## config.mk

```make
export PLATFORM = sky130hd
export DESIGN_NAME = morse_encoder
export DESIGN_NICKNAME = d
export VERILOG_FILES = /design/src/rtl/morse_encoder.sv
export SDC_FILE = /design/constraint.sdc
export NUM_CORES = 1
export LEC_CHECK = 0
export ABC_AREA = 1
export CORE_MARGIN = 1.5
export CORE_UTILIZATION = 52
export CTS_CLUSTER_SIZE = 30
export DETAILED_ROUTE_END_ITERATION = 12
export PLACE_DENSITY = 0.75
export SYNTH_ARGS = -nofsm -noshare
export SYNTH_HDL_FRONTEND = slang
export SYNTH_SLANG_ARGS = --single-unit
```

## constraint.sdc

```tcl
create_clock -name clock -period 1.6 [get_ports clock]
set_clock_uncertainty 0.15 [all_clocks]
set_input_delay 0.32 -clock clock [delete_from_list [all_inputs] [get_ports clock]]
set_output_delay 0.32 -clock clock [all_outputs]
set_load 0.02 [all_outputs]
```

## src/rtl/morse_encoder.sv

```systemverilog
// Morse encoder: sends five 2-bit dot/line symbols as timed marks and gaps.
// Registered outputs; one FSM clocks both the control state and the outputs.
module morse_encoder #(
  parameter int DOT_TICKS  = 2,
  parameter int LINE_TICKS = 6,
  parameter int GAP_TICKS  = 2
) (
  input  logic       clock,
  input  logic       resetn,
  input  logic       start,
  input  logic [9:0] code,
  output logic       morse_out,
  output logic       busy,
  output logic       done,
  output logic [2:0] sym_idx
);

  localparam int MAXML =
    (DOT_TICKS > LINE_TICKS) ? DOT_TICKS : LINE_TICKS;
  localparam int MAXT =
    (MAXML > GAP_TICKS) ? MAXML : GAP_TICKS;
  localparam int CW = $clog2(MAXT + 1);

  localparam logic [CW-1:0] DOT_C  = CW'(DOT_TICKS);
  localparam logic [CW-1:0] LINE_C = CW'(LINE_TICKS);
  localparam logic [CW-1:0] GAP_C  = CW'(GAP_TICKS);
  localparam logic [CW-1:0] ONE_C  = CW'(1);

  typedef enum logic [2:0] {
    IDLE,
    FETCH,
    MARK,
    GAP,
    DONE
  } state_e;

  state_e        state_q;
  logic [9:0]    shreg_q;
  logic [CW-1:0] cnt_q;
  logic [2:0]    idx_q;
  logic          mo_q;
  logic          busy_q;
  logic          done_q;

  logic          last_slot;

  assign last_slot = (idx_q == 3'd4);

  always_ff @(posedge clock or negedge resetn) begin
    if (!resetn) begin
      state_q <= IDLE;
      shreg_q <= '0;
      cnt_q   <= '0;
      idx_q   <= '0;
      mo_q    <= 1'b0;
      busy_q  <= 1'b0;
      done_q  <= 1'b0;
    end else begin
      done_q <= 1'b0;
      unique case (state_q)
        IDLE: begin
          if (start) begin
            shreg_q <= code;
            idx_q   <= '0;
            busy_q  <= 1'b1;
            state_q <= FETCH;
          end
        end
        FETCH: begin
          unique case (1'b1)
            (shreg_q[9:8] == 2'b01): begin
              cnt_q   <= DOT_C;
              mo_q    <= 1'b1;
              state_q <= MARK;
            end
            (shreg_q[9:8] == 2'b11): begin
              cnt_q   <= LINE_C;
              mo_q    <= 1'b1;
              state_q <= MARK;
            end
            default: begin
              // empty or invalid slot: no mark, no gap
              shreg_q <= shreg_q << 2;
              if (last_slot) begin
                busy_q  <= 1'b0;
                done_q  <= 1'b1;
                state_q <= DONE;
              end else begin
                idx_q   <= idx_q + 3'd1;
                state_q <= FETCH;
              end
            end
          endcase
        end
        MARK: begin
          if (cnt_q == ONE_C) begin
            mo_q    <= 1'b0;
            cnt_q   <= GAP_C;
            state_q <= GAP;
          end else begin
            cnt_q <= cnt_q - ONE_C;
          end
        end
        GAP: begin
          if (cnt_q == ONE_C) begin
            cnt_q   <= '0;
            shreg_q <= shreg_q << 2;
            if (last_slot) begin
              busy_q  <= 1'b0;
              done_q  <= 1'b1;
              state_q <= DONE;
            end else begin
              idx_q   <= idx_q + 3'd1;
              state_q <= FETCH;
            end
          end else begin
            cnt_q <= cnt_q - ONE_C;
          end
        end
        DONE: begin
          idx_q   <= '0;
          state_q <= IDLE;
        end
        default: begin
          state_q <= IDLE;
        end
      endcase
    end
  end

  assign morse_out = mo_q;
  assign busy      = busy_q;
  assign done      = done_q;
  assign sym_idx   = idx_q;

endmodule

```

# After elaboration in Yosys (flattened, before gate mapping)
# Index checks and enable logic that the tools add are counted.
[totals]
wordCells = 65
output_inout_bits = 6
reg_bits = 22
[classes]
muxes = 31
n_addsub = 2
eq_ne = 14
reduce_logical = 11
[ops]
columns = ["operator", "n"]
rows = [
  ["$mux 3", 11],
  ["$mux 10", 3],
  ["$pmux 10 s3", 1],
  ["$pmux 3 s4", 2],
  ["$ne 2x2->1 const B", 5],
  ["$mux 1", 9],
  ["$pmux 3 s3", 1],
  ["$reduce_and 4->1", 2],
  ["$eq 3x1->1 const B", 2],
  ["$eq 3x2->1 const B", 2],
  ["$eq 3x3->1 const B", 2],
  ["$pmux 3 s2", 1],
  ["$reduce_and 3->1", 2],
  ["$reduce_bool 3->1", 2],
  ["$pmux 1 s2", 2],
  ["$reduce_bool 4->1", 1],
  ["$add 3x1->3 const B", 1],
  ["$logic_not 3->1", 1],
  ["$ne 3x3->1 const B", 1],
  ["$pmux 1 s3", 1],
  ["$sub 3x1->3 const B", 1],
  ["$eq 2x1->1 const B", 1],
  ["$eq 2x2->1 const B", 1],
  ["$reduce_and 2->1", 1],
  ["2 further kinds", 2],
]

# Depth between registers and ports, before layout
[depth]
depth_word = 4
ltp_mapped = 9
mapped_depth_nobuf = 9

# Least setup slack after synthesis
# No wires, ideal clock.
[synth_path]
path_type = "register to register"
startpoint = "register idx_q[0] (netlist: sym_idx[0])"
endpoint = "register idx_q[0] (netlist: sym_idx[0])"
synth_period_minus_slack_ns = 1.552
stages_incl_launch_ff = 9
slack_ns = 0.048
setup_ns = 0.129
required_ns = 1.321
arrival_time_ns = 1.273
cell_sequence = "dfrtp_1 > inv_1 > ha_1 > nand2_1 > nand2_1 > nand2_1 > nand3_1 > nor2_1 > o21ai_0"
[synth_via]
elab_chain_len = 4
elab_cells_between_ends = 6
[synth_lines]
columns = ["item", "line_no", "rtl"]
rows = [
  ["from (decl)", "40", "logic [2:0] idx_q;"],
  ["from (signal assigned)", "89", "idx_q <= idx_q + 3'd1;"],
  ["from (signal assigned)", "113", "idx_q <= idx_q + 3'd1;"],
  ["$add 3x1->3 / $eq 3x3->1 (equally long branches)", "89, 113, 47", ""],
  ["$mux 3 (*)", "84, 108", ""],
  ["$mux 3 (on tied branches)", "105, 70", ""],
  ["$pmux 3 s4 (*)", "60", "unique case (state_q)"],
]
# Every way passes the cells marked *; elsewhere a longest branch is shown, timed or not. The select of a mux whose other input is x is not followed.
# A chain may end at the register's enable or synchronous reset.

# Worst setup path after layout
[layout_path]
startpoint = "register idx_q[2] (netlist: sym_idx[2])"
endpoint = "output port sym_idx[2]"
[layout_lines]
columns = ["item", "line_no", "rtl"]
rows = [
  ["to (decl)", "15", "output logic [2:0] sym_idx"],
]
# No word-level cell between the ends.

==> flow_summary_export.csv <==
group,metric,value,unit
status,outcome,"completed",
floorplan,fp.dieH,51.21,um
logic_synthesis,synth_top_family_by_area,"simple AND/OR/NAND/NOR gates",
detailed_routing,drt_pass1_iterations,4,
clock_tree,cts_inserted_buffers,3,
logic_synthesis,synth.avg_cell_area,7.507,sq um
logic_synthesis,synth_ff_type,"dfrtp_1",
floorplan,io_pins,19,
clock_tree,ctsHoldBuffers,0,
min_path,hp-class,"in -> async",
pwr,vdd_ir_drop_max,1.204,mV
timing,tightest_slew,0.2822,ns
clock_tree,htree_levels,1,
clock_tree,cts.sinks,22,
global_route,grt_max_degree,23,
critical_path,critical-path-max-stage-delay,0.43,ns
logic_synthesis,syn_area,0.001209,sq mm
timing,tns,0,ns
logic_synthesis,synth_top_area_share,45.55,%
global_route,use_met2,34.63,%
pwr,leakagePower,0.8142,nW
timing,slew_headroom,81.19,%
global_route,overflow,0,
detailed_routing,route.detailed.drc,0,
pwr,pwr-share-seq,31.7,%
pwr,power,3.193,mW
logic_synthesis,synth-compound-area-share,4.555,%
clock_tree,insertion_delay,0.30,ns
clock_tree,clk_pin_slew,0.11,ns
pwr,p_sw_share,48.32,%
floorplan,dieArea,0.002622,sq mm
cells_and_area,nNetsFinal,206,
cells_and_area,syn_to_final_growth,25.16,%
global_route,first_global_vias,1022,
global_route,grt_pass1_wl,4084,um
logic_synthesis,synth_nets,178,
place,placed_cells,209,
critical_path,crit_chain,"dlygate4sd2_1",
critical_path,critPathSlowestCell,"dfrtp_1",
logic_synthesis,synth_cells,161,
global_route,use_met3,3.509,%
logic_synthesis,yosysWarnings,0,
clock_tree,clock_path_buffers,2,
timing,setup-violations-final,0,
logic_synthesis,synth_edf_count,0,
floorplan,start_util,54.64,%
cells_and_area,instances_no_fill,215,
detailed_routing,vias_per_cell,4.986,
critical_path,cp-start-kind,"flop",
timing,hold-worst-slack,0.2014,ns
global_route,use_met1,26.38,%
floorplan,coreArea,0.002212,sq mm
run,maxCapViolations,0,
floorplan,fp.dieW,51.21,um
critical_path,critPathMaxFanout,4,
critical_path,crit_type,"reg -> out",
clock_tree,cts_root_buf,"clkbuf_4",
pwr,power.share.clock,7.6,%
timing,rsz0062_at_grt,"yes",
critical_path,worst-path-buf-inv,1,
logic_synthesis,yosys-top-cells-count,"73 x nand2_1, 22 x dfrtp_1, 14 x nand3_1",
detailed_routing,vias,1072,
detailed_routing,ant_nets,0,
clock_tree,cts_tree,"done",
logic_synthesis,synth_seq_area_share,45.55,%
cells_and_area,final_area,0.001513,sq mm
detailed_routing,routed_wl,2372,um
timing,setup_ws,0.06685,ns
cells_and_area,drive_above_1_share,16.58,%
logic_synthesis,synth.most_common_cell,"nand2_1",
logic_synthesis,synthTopCellsByArea,"dfrtp_1 46%, nand2_1 23%, nand3_1 5.8%",
place,gp_congestion,0.8918,
place,place_area,0.001431,sq mm
global_route,grt_usage,20.55,%
logic_synthesis,synthMuxAreaShare,0,%
place,dp_hpwl,1722,um
timing,min_period,1.533,ns
timing,fmax,0.6523,GHz
detailed_routing,drtIter0Drc,15,
cells_and_area,diodes,0,
pwr,switchingPower,1.543,mW
global_route,grt.busiest_layer,"met2",
logic_synthesis,synth-xor-area-share,1.449,%
pwr,power.internal,1.650,mW
cells_and_area,final_core_util,68.38,%
logic_synthesis,synth_adder_area_share,4.141,%
logic_synthesis,async_reset_ff_share,100.0,%
critical_path,cp.required,1.13,ns
floorplan,placementRows,17,
critical_path,cp.arrival,1.06,ns
detailed_routing,wl_per_cell,11.03,um
pwr,powerDensity,2111,mW/mm^2
logic_synthesis,synth_seq_cells,22,
critical_path,cp-end-kind,"primary output",
timing,finalCritPeriodShare,95.82,%
logic_synthesis,synth_top_area_cell,"dfrtp_1",
timing,hold_viol,0,
timing,maxSlewViolCount,0,
logic_synthesis,yosysUniqueCellTypes,17,
place,dp_slack,-0.1029,ns
global_route,grt_antenna_before_repair,0,
critical_path,crit_family,"flip-flops",
logic_synthesis,synth-simple-area-share,37.47,%
pwr,pwr-share-comb,60.6,%
place,io_buffer_count,18,
## path summary, 6_finish.rpt
kind | from | endpoint | slack, ns | depth (start not counted)
min | resetn | cnt_q[0] | 0.20 | 2
min reg2reg | shreg_q[6] | shreg_q[6] | 0.34 | 2
max reg2reg | state_q[1] | shreg_q[8] | 0.09 | 7
min in group clock | shreg_q[6] | shreg_q[6] | 0.34 | 2
max in group asynchronous | resetn | state_q[2] | 0.86 | 2
max | sym_idx[2] | sym_idx[2] | 0.07 | 1
## cell type report
type	instances	area, sq um
Clock buffer	3	22.52
Fill cell	198	699.4
Inverter	16	65.06
Tap cell	28	35.03
Sequential cell	22	554.3
Multi-Input combinational cell	121	603.1
Timing Repair Buffer	25	232.7
## routing by layer
metal	vias to the layer above	routed length [um]	share of wire, %
li1	553	-	-
met1	505	1128	48
met2	12	1172	49
met3	2	54	2.3
met4	0	17	0.72
met5	-	0	0
## power groups by stage
stage / Clock, mW / Sequential, mW / Combinational [mW]
2_1_floorplan: 0 / 1.03 / 1.32
3_3_place_gp: 0 / 1.01 / 1.74
3_5_place_dp: 0 / 1.02 / 1.79
4_1_cts: 0.257 / 1.01 / 1.76
5_1_grt: 0.274 / 1.04 / 2.23
6_report: 0.244 / 1.01 / 1.94
## registers in the layout, summed over array words and instances (netlist names)
name       flops
cnt_q          3
shreg_q       10
morse_out      1
busy           1
sym_idx        3
done           1
state_q        3
## cell usage in the layout (no fill, tap or decap)
cell and count:
inv_2 3, nand2_1 70, nand2_2 4, nand4_1 1, clkbuf_4 3, a21oi_1 1, nor2_4 4, nand3_1 14
o21ai_0 10, dfrtp_1 19, dlygate4sd2_1 6, ha_1 3, dfrtp_2 3, nand3_2 2, ha_2 1, buf_6 2
clkdlybuf4s50_1 12, inv_1 11, inv_4 2, xnor2_1 2, nor2_1 7, buf_4 5, nand2_4 2
## repair_timing
item | CTS | global route
setup endpoints to repair | 6 | 16
resized for setup | 6 | 16
pin swaps | 0 | 3
buffers inserted | 0 | 3
## cells by family (layout without fill, tap and decap cells)
kind of cell,Yosys count,in the layout
adder cells (fa/ha/maj),4,4
flip-flops,22,22
AND/OR/NAND/NOR,104,104
buffers and inverters,18,44
AO/OA/AOI/OAI,11,11
XOR/XNOR,2,2
(Power assumes the default switching activity.)
